[config.mk]
export PLATFORM = sky130hd
export DESIGN_NAME = demo_timer
export DESIGN_NICKNAME = d
export VERILOG_FILES = /design/src/rtl/demo_timer.sv
export SDC_FILE = /design/constraint.sdc
export NUM_CORES = 1
export LEC_CHECK = 0
export CORE_MARGIN = 2
export CORE_UTILIZATION = 40
export CTS_CLUSTER_DIAMETER = 150
export DETAILED_ROUTE_END_ITERATION = 16
export GPL_ROUTABILITY_DRIVEN = 0
export GPL_TIMING_DRIVEN = 1
export MAX_ROUTING_LAYER = met4
export PLACE_DENSITY = 0.64
export SLEW_MARGIN = 20
export SYNTH_ARGS = -nofsm -noshare
export SYNTH_HDL_FRONTEND = slang
export SYNTH_SLANG_ARGS = --single-unit
[constraint.sdc]
create_clock -name clk -period 2.2 [get_ports clk]
set_input_delay 0.22 -clock clk [delete_from_list [all_inputs] [get_ports clk]]
set_output_delay 0.22 -clock clk [all_outputs]
set_load 0.05 [all_outputs]
[src/rtl/demo_timer.sv]
// Demo timeline counter: prescales an incoming tick into a sectioned time value,
// with pause, skip-to-next-section, restart and loop/stop handling at the end.
module demo_timer #(
    parameter int TIME_BITS    = 13,
    parameter int SECTION_BITS = 10,
    parameter int DIV          = 2,
    parameter int LOOP         = 1,
    parameter int LOOP_SECTION = 1
) (
    input  logic                 clk,
    input  logic                 rst_n,
    input  logic                 tick,
    input  logic                 enable,
    input  logic                 skip,
    input  logic                 restart,
    output logic [TIME_BITS-1:0] timer,
    output logic                 step,
    output logic                 section_start,
    output logic                 done
);

    localparam int SW = TIME_BITS - SECTION_BITS;
    localparam int PW = (DIV > 1) ? $clog2(DIV) : 1;
    localparam logic [PW-1:0]        PCNT_LAST = PW'(DIV - 1);
    localparam logic [SW-1:0]        LAST_SEC  = {SW{1'b1}};
    localparam logic [TIME_BITS-1:0] TIME_ONES = {TIME_BITS{1'b1}};
    localparam logic [TIME_BITS-1:0] LOOP_TIME = TIME_BITS'(LOOP_SECTION) << SECTION_BITS;

    logic [TIME_BITS-1:0] timer_q, timer_d;
    logic [PW-1:0]        pcnt_q, pcnt_d;
    logic                 done_q, done_d;
    logic                 step_q, step_d;
    logic                 section_start_q, section_start_d;
    logic                 skip_q, restart_q;

    logic                 skip_e, restart_e;
    logic [SW-1:0]        section, section_nxt;
    logic                 write;

    assign skip_e      = skip & ~skip_q;
    assign restart_e   = restart & ~restart_q;
    assign section     = timer_q[TIME_BITS-1:SECTION_BITS];
    assign section_nxt = section + SW'(1);

    // Events are strictly prioritised; a lower-priority event in the same cycle is dropped.
    always_comb begin
        timer_d = timer_q;
        pcnt_d  = pcnt_q;
        done_d  = done_q;
        write   = 1'b0;
        if (restart_e) begin
            timer_d = '0;
            pcnt_d  = '0;
            done_d  = 1'b0;
            write   = 1'b1;
        end else if (skip_e && !done_q) begin
            pcnt_d = '0;
            write  = 1'b1;
            if (section != LAST_SEC) begin
                timer_d = {section_nxt, {SECTION_BITS{1'b0}}};
            end else if (LOOP != 0) begin
                timer_d = LOOP_TIME;
            end else begin
                timer_d = TIME_ONES;
                done_d  = 1'b1;
            end
        end else if (tick && enable && !done_q) begin
            if (pcnt_q != PCNT_LAST) begin
                pcnt_d = pcnt_q + PW'(1);
            end else begin
                pcnt_d = '0;
                if (timer_q != TIME_ONES) begin
                    timer_d = timer_q + TIME_BITS'(1);
                    write   = 1'b1;
                end else if (LOOP != 0) begin
                    timer_d = LOOP_TIME;
                    write   = 1'b1;
                end else begin
                    done_d = 1'b1;
                end
            end
        end
        step_d          = write;
        section_start_d = write && (timer_d[SECTION_BITS-1:0] == '0);
    end

    // Edge registers reset high so inputs held high across reset release do not fire.
    always_ff @(posedge clk or negedge rst_n) begin
        if (!rst_n) begin
            timer_q         <= '0;
            pcnt_q          <= '0;
            done_q          <= 1'b0;
            step_q          <= 1'b0;
            section_start_q <= 1'b0;
            skip_q          <= 1'b1;
            restart_q       <= 1'b1;
        end else begin
            timer_q         <= timer_d;
            pcnt_q          <= pcnt_d;
            done_q          <= done_d;
            step_q          <= step_d;
            section_start_q <= section_start_d;
            skip_q          <= skip;
            restart_q       <= restart;
        end
    end

    assign timer         = timer_q;
    assign step          = step_q;
    assign section_start = section_start_q;
    assign done          = done_q;

endmodule

==> results of run 1 <==
per-stage QoR:
stage / power (mW) / area, um^2 / setup slack, ns / cells / utilization
after global placement: 0.583 / 1270 / 0.333 / 157 / 0.514
after CTS: 0.765 / 1300 / 0.272 / 161 / 0.525
after detailed placement: 0.585 / 1270 / 0.339 / 157 / 0.514
final: 0.752 / 1300 / 0.289 / 161 / 0.525
after global routing: 0.789 / 1300 / 0.142 / 161 / 0.525
after floorplan: 0.511 / 1040 / 0.148 / 110 / -
report_power, final:
group	internal [mW]	leakage, nW	switching (mW)
combinational	0.0705	0.299	0.128
clock	0.0704	0.0150	0.104
sequential	0.355	0.235	0.0251
total	0.496	0.549	0.257
metal layers:
metal / up-vias / global-route usage / part of all wire
li1: 445 / - / -
met3: 4 / 0.0242 / 0.026
met4: 0 / 0.0854 / 0.017
met1: 429 / 0.259 / 0.50
met5: - / - / 0
met2: 16 / 0.254 / 0.46
how the worst min path moves through the flow:
stage | start | slack [ns] | end
after detailed placement | restart_q | 0.54 | timer[12]
after global placement | restart_q | 0.53 | timer[12]
after CTS | rst_n | 0.24 | timer[8]
after floorplan | rst_n | -0.08 | pcnt_q
after global routing | rst_n | 0.25 | timer[8]
final | rst_n | 0.25 | timer[3]
worst reg2reg max path, delay by kind of cell (launching register included):
| family | cells | cell delay, ns |
|---|---|---|
| compound gates | 2 | 0.23 |
| fa+ha+maj | 1 | 0.26 |
| flops | 1 | 0.45 |
| simple gates | 3 | 0.86 |
synth_stat cells:
cell type / instances / area, um^2
dfrtp_1: 16 / 400
a21oi_1: 9 / 45.0
nor2_1: 9 / 33.8
nand2_1: 8 / 30.0
nand3_1: 8 / 40.0
nor3_1: 4 / 20.0
xor2_1: 4 / 35.0
and3_1: 3 / 18.8
clkbuf_1: 3 / 11.3
ha_1: 3 / 37.5
inv_1: 3 / 11.3
nor4_1: 3 / 18.8
o21ai_0: 3 / 15.0
a31oi_1: 2 / 12.5
a41oi_1: 2 / 17.5
buf_2: 2 / 10.0
buf_4: 2 / 15.0
dfstp_2: 2 / 52.6
nand2b_1: 2 / 12.5
nand4_1: 2 / 12.5
nor4_2: 2 / 25.0
o211ai_1: 2 / 15.0
xnor2_1: 2 / 17.5
a21o_1: 1 / 7.51
a21oi_2: 1 / 8.76
a221oi_2: 1 / 15.0
a311oi_1: 1 / 8.76
a31o_1: 1 / 8.76
and2_1: 1 / 6.26
conb_1: 1 / 3.75
nand4_4: 1 / 21.3
nor2_2: 1 / 6.26
nor3_4: 1 / 16.3
o211a_1: 1 / 10.0
o21ai_1: 1 / 5.00
o22ai_1: 1 / 6.26
or3_4: 1 / 11.3
cell families (layout without fill, tap and decap cells):
group / count (synthesis) / count (layout)
xor gates and xnor gates: 6 / 6
other: 1 / 1
adders and majority gates: 3 / 3
buffers and inverters: 10 / 31
and+or+nand+nor: 46 / 46
DFF: 18 / 18
AOI/OAI and AO/OA: 26 / 26
registers in the layout, summed over array words and instances, names as in the netlist:
signal,cells
section_start,1
timer,13
pcnt_q,1
restart_q,1
skip_q,1
step,1
area by class of cell:
| class | count | area (um^2) |
|---|---|---|
| inverters | 3 | 11.3 |
| flip-flops and latches | 18 | 453 |
| multi-input cells | 82 | 542 |
| clock buffers | 4 | 26.3 |
| fillers | 250 | 1180 |
| well taps | 30 | 37.5 |
| repair buffers | 24 | 230 |
==> results.tsv, run 1 <==
stage	metric	value	unit
outcome	outcome	complete, no violations	
sta	slew_headroom	0.665	
synthesis	synth_area	0.00104	mm^2
floorplanning	row_count	18	
clock_tree	htree_num_levels	1	
critical_path	cp-end-kind	primary output	
routing	viasPerCell	5.55	
placement	port_buffers	20	
clock_tree	cts_buffers	3	
critical_path	start_kind	flop	
critical_path	path_depth	1	
sta	drv_slew	0	
synthesis	synth_adder_area_share	0.0360	
clock_tree	ctsResizeCount	0	
clock_tree	clock_latency	0.29	ns
synthesis	synth-compound-area-share	0.168	
global_routing	grt_pass1_vias	816	
min_path	min_path_type	in2async	
critical_path	slowest_delay	0.86	ns
sta	rsz0062_at_grt	no	
critical_path	critPathKind	reg2out	
critical_path	worstPathArrival	1.69	ns
synthesis	yosys-mux-area-fraction	0	
floorplanning	coreArea	0.00248	mm^2
routing	drt_iter0_markers	7	
cells_and_area	syn_to_final_growth	24.7	%
floorplanning	die_w	55.0	um
global_routing	gr-usage-all-layers	0.182	
critical_path	critPathCapture	timer[3]	
critical_path	crit_chain	clkdlybuf4s50_1	
cells_and_area	nNetsFinal	141	
placement	place_hpwl	1600	um
critical_path	timing.rr.end	section_start	
global_routing	grt_max_degree	19	
critical_path	cp_max_fo	9	
power_and_ir_drop	ir_worst_vdd	0.000330	V
power_and_ir_drop	p_per_area	579	mW/mm^2
synthesis	synth_top_family_by_area	simple AND/OR/NAND/NOR gates	
routing	post_drt_wl_per_cell	13.8	um
sta	hold_viol	0	
sta	max_freq	0.523	GHz
sta	fin_setup_tns	0	ns
global_routing	antenna_found_initial	0	
routing	vias	894	
sta	fin_crit_sh	0.869	
clock_tree	cts_hold_buf	0	
floorplanning	io_pins	22	
clock_tree	cts_setup_buffers	0	
cells_and_area	num_antenna_cells	0	
clock_tree	clock-root-buffer	clkbuf_4	
synthesis	synth_simple_gate_area_share	0.262	
routing	firstDrtPassIters	4	
clock_tree	cts_buffer_depth	2	
critical_path	path_buf_inv	1	
critical_path	cp.required	1.98	ns
critical_path	crit_family	buffers and inverters	
floorplanning	die_area	0.00303	mm^2
cells_and_area	layout_commonest_cell	clkdlybuf4s50_1	
sta	tightest_slew	0.501	ns
job	max_cap_violations	0	
sta	setup_violations	0	
critical_path	startpoint	timer[3]	
sta	period_needed	1.91	ns
synthesis	synthXorXnorAreaFrac	0.0504	
critical_path	cp_slowest_cell	clkdlybuf4s50_1	
routing	ant_nets	0	
global_routing	grt_overflow	0	
floorplanning	start_util	0.421	
sta	holdWs	0.246	ns
synthesis	synth_nets	119	
clock_tree	cts_tree	done	
routing	drt_wl_total	2220	um
synthesis	yosys_warnings	0	
synthesis	yosysSeqAreaShare	0.435	
synthesis	synth_seq_cells	18	
critical_path	ff2ff_path_depth	6	
critical_path	worstReg2RegStart	timer[0]	
clock_tree	path_clk_slew	0.11	ns
power_and_ir_drop	p_leak	0.549	nW
global_routing	grt_pass1_wl	3740	um
routing	route.detailed.drc	0	
sta	fin_worst_skew	0.00539	ns
cells_and_area	final_cell_mix	clkdlybuf4s50_1, dfrtp_1, nor2_1, a21oi_1	
synthesis	synth_cell_types	37	
clock_tree	cts_sinks	18	
cells_and_area	drive_gt1_frac	0.130	
synthesis	postSynthAreaPerCell	9.48	um^2
synthesis	synthCells	110	
floorplanning	fp.dieH	55.0	um
critical_path	r2r_setup_slack	0.32	ns
No activity file was read; power rests on OpenSTA's default activity.
==> inputs of run 2 (changes only) <==
Settings changed: GPL_ROUTABILITY_DRIVEN 0 to not set.
==> results.tsv, run 2 (same netlist as run 1, synthesis figures left out) <==
stage	metric	value	unit	change
routing	firstDrtPassIters	4		unchanged
clock_tree	cts_setup_buffers	0		unchanged
critical_path	start_kind	flop		unchanged
routing	drt_wl_total	2320	um	was 2220 um
clock_tree	clock_latency	0.29	ns	about the same
sta	period_needed	1.91	ns	about the same
min_path	min_path_type	in2async		unchanged
routing	post_drt_wl_per_cell	14.4	um	was 13.8 um
critical_path	critPathKind	reg2out		unchanged
global_routing	gr-usage-all-layers	0.188		was 0.182
cells_and_area	num_antenna_cells	0		unchanged
routing	route.detailed.drc	0		unchanged
routing	vias	879		was 894
global_routing	grt_max_degree	19		unchanged
routing	drt_iter0_markers	18		was 7
floorplanning	start_util	0.421		unchanged
cells_and_area	layout_commonest_cell	clkdlybuf4s50_1		unchanged
sta	slew_headroom	0.668		was 0.665
power_and_ir_drop	p_leak	0.549	nW	unchanged
critical_path	worstReg2RegStart	timer[0]		unchanged
job	max_cap_violations	0		unchanged
critical_path	crit_chain	clkdlybuf4s50_1		unchanged
placement	gp_congestion	0.847		
cells_and_area	final_cell_mix	clkdlybuf4s50_1, dfrtp_1, nor2_1, a21oi_1		unchanged
clock_tree	cts_buffer_depth	2		unchanged
clock_tree	cts_buffers	3		unchanged
power_and_ir_drop	p_per_area	579	mW/mm^2	about the same
critical_path	cp_max_fo	9		unchanged
sta	hold_viol	0		unchanged
cells_and_area	nNetsFinal	141		unchanged
critical_path	startpoint	timer[3]		unchanged
floorplanning	row_count	18		unchanged
routing	viasPerCell	5.46		was 5.55
sta	max_freq	0.524	GHz	was 0.523 GHz
sta	rsz0062_at_grt	no		unchanged
floorplanning	coreArea	0.00248	mm^2	unchanged
clock_tree	cts_hold_buf	0		unchanged
sta	fin_setup_tns	0	ns	unchanged
cells_and_area	stdcell_count	161		unchanged
placement	dp.cells	157		unchanged
cells_and_area	syn_to_final_growth	24.7	%	unchanged
floorplanning	die_w	55.0	um	unchanged
critical_path	path_buf_inv	1		unchanged
clock_tree	cts_sinks	18		unchanged
sta	setup_violations	0		unchanged
critical_path	cp.required	1.98	ns	about the same
floorplanning	io_pins	22		unchanged
cells_and_area	drive_gt1_frac	0.130		unchanged
sta	tightest_slew	0.496	ns	was 0.501 ns
floorplanning	fp.dieH	55.0	um	unchanged
global_routing	grt_pass1_wl	3900	um	was 3740 um
cells_and_area	largest_reg_flops	13		unchanged
critical_path	worstPathArrival	1.69	ns	about the same
global_routing	antenna_found_initial	0		unchanged
outcome	outcome	complete, no violations		unchanged
sta	fin_worst_skew	0.00348	ns	was 0.00539 ns
placement	place_hpwl	1630	um	was 1600 um
cells_and_area	fillCellCount	250		unchanged
power_and_ir_drop	ir_worst_vdd	0.000373	V	was 0.000330 V
sta	drv_slew	0		unchanged
critical_path	crit_family	buffers and inverters		unchanged
clock_tree	clock-root-buffer	clkbuf_4		unchanged
global_routing	grt_pass1_vias	864		was 816
global_routing	grt_overflow	0		unchanged
critical_path	cp_slowest_cell	clkdlybuf4s50_1		unchanged
clock_tree	cts_tree	done		unchanged
placement	port_buffers	20		unchanged
sta	fin_crit_sh	0.867		was 0.869
clock_tree	ctsResizeCount	0		unchanged
critical_path	cp-end-kind	primary output		unchanged
critical_path	slowest_delay	0.86	ns	about the same
routing	ant_nets	0		unchanged
floorplanning	die_area	0.00303	mm^2	unchanged
clock_tree	path_clk_slew	0.10	ns	was 0.11 ns
clock_tree	htree_num_levels	1		unchanged
run 2: cell counts in the layout (fill, tap and decap cells not counted):
Identical to the previous run, type by type.
run 2: final timing paths:
path                       slack, ns            end  cells after the start
setup / recovery                0.29       timer[3]                      1
min in group clk                0.36         skip_q                      1
hold reg to reg                 0.54      timer[12]                      2
hold / removal                  0.25  section_start                      2
setup reg to reg                0.32  section_start                      6
max in group asynchronous       1.69      restart_q                      2
run 2: power breakdown:
| part | switching, mW | internal [mW] | total, mW |
|---|---|---|---|
| Combinational | 0.127 | 0.0705 | 0.198 |
| Sequential | 0.0260 | 0.355 | 0.381 |
| Clock | 0.103 | 0.0705 | 0.174 |
| Total | 0.256 | 0.496 | 0.752 |
run 2: layout make-up:
type,instances,area [um^2],area share
inverters,3,11.3,0.00866
multi-input cells,82,542,0.417
repair buffers,24,230,0.177
clock buffers,4,26.3,0.0202
well taps,30,37.5,0.0289
flip-flops and latches,18,453,0.348
run 2: through the flow:
step                cell area (um^2)  utilization  hold WS (ns)  total power, mW  worst slack (ns)
CTS                             1300        0.525         0.242            0.763             0.269
global placement                1270        0.514         0.529            0.583             0.329
finish                          1300        0.525         0.245            0.752             0.292
floorplan                       1040            -       -0.0756            0.511             0.148
global route                    1300        0.525         0.255            0.791             0.144
detailed placement              1270        0.514         0.535            0.584             0.330
run 2: layer usage:
layer | track usage | wire (um) | part of all wire
met1 | 0.261 | 1160 | 0.50
met2 | 0.278 | 1060 | 0.46
met3 | 0.0242 | 79 | 0.034
met4 | 0.0772 | 18 | 0.0078
met5 | - | 0 | 0
==> inputs of run 3 (changes only) <==
Settings changed: CTS_CLUSTER_SIZE set to 25.
==> results of run 3 <==
Final layout, timing and power as in run 2 (identical DEF).
==> RTL change: new RTL, config.mk and constraints of run 1 <==
Add an input register stage for `tick`, `enable`, `skip` and `restart`, cleared by the reset; this delays them by one clock.
--- a/src/rtl/demo_timer.sv
+++ b/src/rtl/demo_timer.sv
@@ -26,6 +26,25 @@
     localparam logic [TIME_BITS-1:0] TIME_ONES = {TIME_BITS{1'b1}};
     localparam logic [TIME_BITS-1:0] LOOP_TIME = TIME_BITS'(LOOP_SECTION) << SECTION_BITS;
 
+    logic tick_q;
+    logic enable_q;
+    logic skip_r;
+    logic restart_r;
+
+    always_ff @(posedge clk or negedge rst_n) begin
+        if (!rst_n) begin
+            tick_q    <= '0;
+            enable_q  <= '0;
+            skip_r    <= '0;
+            restart_r <= '0;
+        end else begin
+            tick_q    <= tick;
+            enable_q  <= enable;
+            skip_r    <= skip;
+            restart_r <= restart;
+        end
+    end
+
     logic [TIME_BITS-1:0] timer_q, timer_d;
     logic [PW-1:0]        pcnt_q, pcnt_d;
     logic                 done_q, done_d;
@@ -37,8 +56,8 @@
     logic [SW-1:0]        section, section_nxt;
     logic                 write;
 
-    assign skip_e      = skip & ~skip_q;
-    assign restart_e   = restart & ~restart_q;
+    assign skip_e      = skip_r & ~skip_q;
+    assign restart_e   = restart_r & ~restart_q;
     assign section     = timer_q[TIME_BITS-1:SECTION_BITS];
     assign section_nxt = section + SW'(1);
 
@@ -64,7 +83,7 @@
                 timer_d = TIME_ONES;
                 done_d  = 1'b1;
             end
-        end else if (tick && enable && !done_q) begin
+        end else if (tick_q && enable_q && !done_q) begin
             if (pcnt_q != PCNT_LAST) begin
                 pcnt_d = pcnt_q + PW'(1);
             end else begin
@@ -100,8 +119,8 @@
             done_q          <= done_d;
             step_q          <= step_d;
             section_start_q <= section_start_d;
-            skip_q          <= skip;
-            restart_q       <= restart;
+            skip_q          <= skip_r;
+            restart_q       <= restart_r;
         end
     end
 
Function: changed (Yosys sat finds a counterexample within 4 cycles, from zero or initial values and one cycle with rst_n low).
==> RTL change against run 1 <==
  * First-iteration DRC count up 100%
  * Clock skew up 0.0080 ns
  * Setup slack worse by 0.068 ns
  * Design area up 12%
  * Total power up 21%
  * Synthesized area up 13%
  * Global-route usage down 2.6 points
  * Synthesized cell count up 4.5%
  * Wire length up 6.0%
  * Count of clock-buffer cells in the layout down 1
  * Sequential cell count up 4
  * Die area up 12%
  * Largest power group unchanged
==> RTL change: results (changes against run 1) <==
Global route
  – Met3 Use GR: 0.0469 (+0.0227)
  – GRT met1 Usage: 0.209 (-0.0502)
  – Global-route wire length before repair: 3870 um (+3.5%)
  – Met2 GRT Util: 0.226 (-0.0276)
  – Total track usage: 0.156 (-0.0257)
  – Largest net degree at the start of global routing: 15 (-4)
  – Vias in the first global route: 808 (-0.98%)

Logic synthesis
  – Yosys cell types: 38 (+2.7%)
  – Warnings from Yosys: 0 (unchanged)
  – Post-synth top cells: dfrtp_1 (20), nor2_1 (12), nand2_1 (9)
  – Syn nets: 124 (+4.2%)
  – Synth area leaders: dfrtp_1 (42%), xor2_1 (5.2%), dfstp_2 (4.5%), xnor2_1 (4.5%), nor2_1 (3.8%)
  – Avg Cell Area, Syn: 10.2 um2 (+8.2%)
  – Post-synthesis sequential area ratio: 0.469 (+0.0346)

Power and ir drop
  – Max VDD drop: 501 uV (+52%)
  – Leak: 0.615 nW (+12%)

Layout
  – Final #Nets: 147 (+4.3%)
  – N_diodes: 0 (unchanged)
  – Fill cells: 262 (+4.8%)
  – Share of layout cells above drive strength 1: 0.124 (-0.00568)
  – Cell Count, Final, Fillers Out: 168 (+4.3%)

Route
  – WL met1: 1080 um (-2.8%)
  – WL met3: 119 um (+110%)
  – Met2 wire len: 1120 um (+11%)
  – Vias: 919 (+2.8%)
  – Initial DRC count: 14 (+7)

Timing
  – Tightest Pin Transition: 0.570 ns (+0.0691 ns)
  – Clk_skew: 0.0134 ns (+0.00803 ns)

Place
  – Hpwl dp: 1780 um (+11%)
  – Placed Cells incl. Taps: 164 (+4.5%)
  – Port Buffers: 20 (unchanged)

CTS
  – Clock latency on the worst-skew pair: 0.32 ns (+0.03 ns)
  – Clock slew at reported path FFs: 0.13 ns (+0.02 ns)

Status
  – Status: complete, no violations
## RTL change: final cells by class
cell class              instances  area share
clock inverters                 1      0.0207
inverters                       1     0.00259
multi-input cells              88       0.405
well taps                      31      0.0267
clock buffers                   3      0.0155
repair buffers                 22       0.148
flip-flops and latches         22       0.381
## RTL change: how the worst max path moves through the flow
stage | from | depth (start not counted) | end
3_5_place_dp | timer[0] | 6 | section_start
3_3_place_gp | timer[1] | 6 | section_start
4_1_cts | timer[2] | 1 | timer[2]
5_1_grt | timer[2] | 1 | timer[2]
2_1_floorplan | timer[0] | 6 | section_start
6_report | timer[2] | 1 | timer[2]
## RTL change: power breakdown
part / leakage, nW / switching (mW) / internal, mW
registers: 0.283 / 0.0196 / 0.427
logic: 0.304 / 0.0993 / 0.0603
clock network: 0.0279 / 0.123 / 0.184
## RTL change: kinds of logic (layout without fill, tap and decap cells)
| logic type | Yosys count | in the layout | share of synthesized area |
|---|---|---|---|
| AND/OR/NAND/NOR | 54 | 54 | 0.276 |
| flip-flops | 22 | 22 | 0.469 |
| AO/OA/AOI/OAI | 17 | 17 | 0.0913 |
| other | 1 | 1 | 0.00318 |
| adder cells (fa/ha/maj) | 3 | 3 | 0.0319 |
| XOR/XNOR | 13 | 13 | 0.0966 |
| buffers and inverters | 5 | 27 | 0.0318 |
## RTL change: per-stage QoR
stage               hold slack [ns]  total power, mW  setup WS (ns)  instance area (um2)   util
floorplan                   -0.0756            0.556          0.150                 1180      -
global placement              0.373            0.611          0.443                 1400  0.503
detailed placement            0.377            0.616          0.383                 1400  0.503
CTS                           0.252            0.931          0.215                 1450  0.522
global route                  0.287            0.955          0.176                 1450  0.522
finish                        0.251            0.913          0.221                 1450  0.522
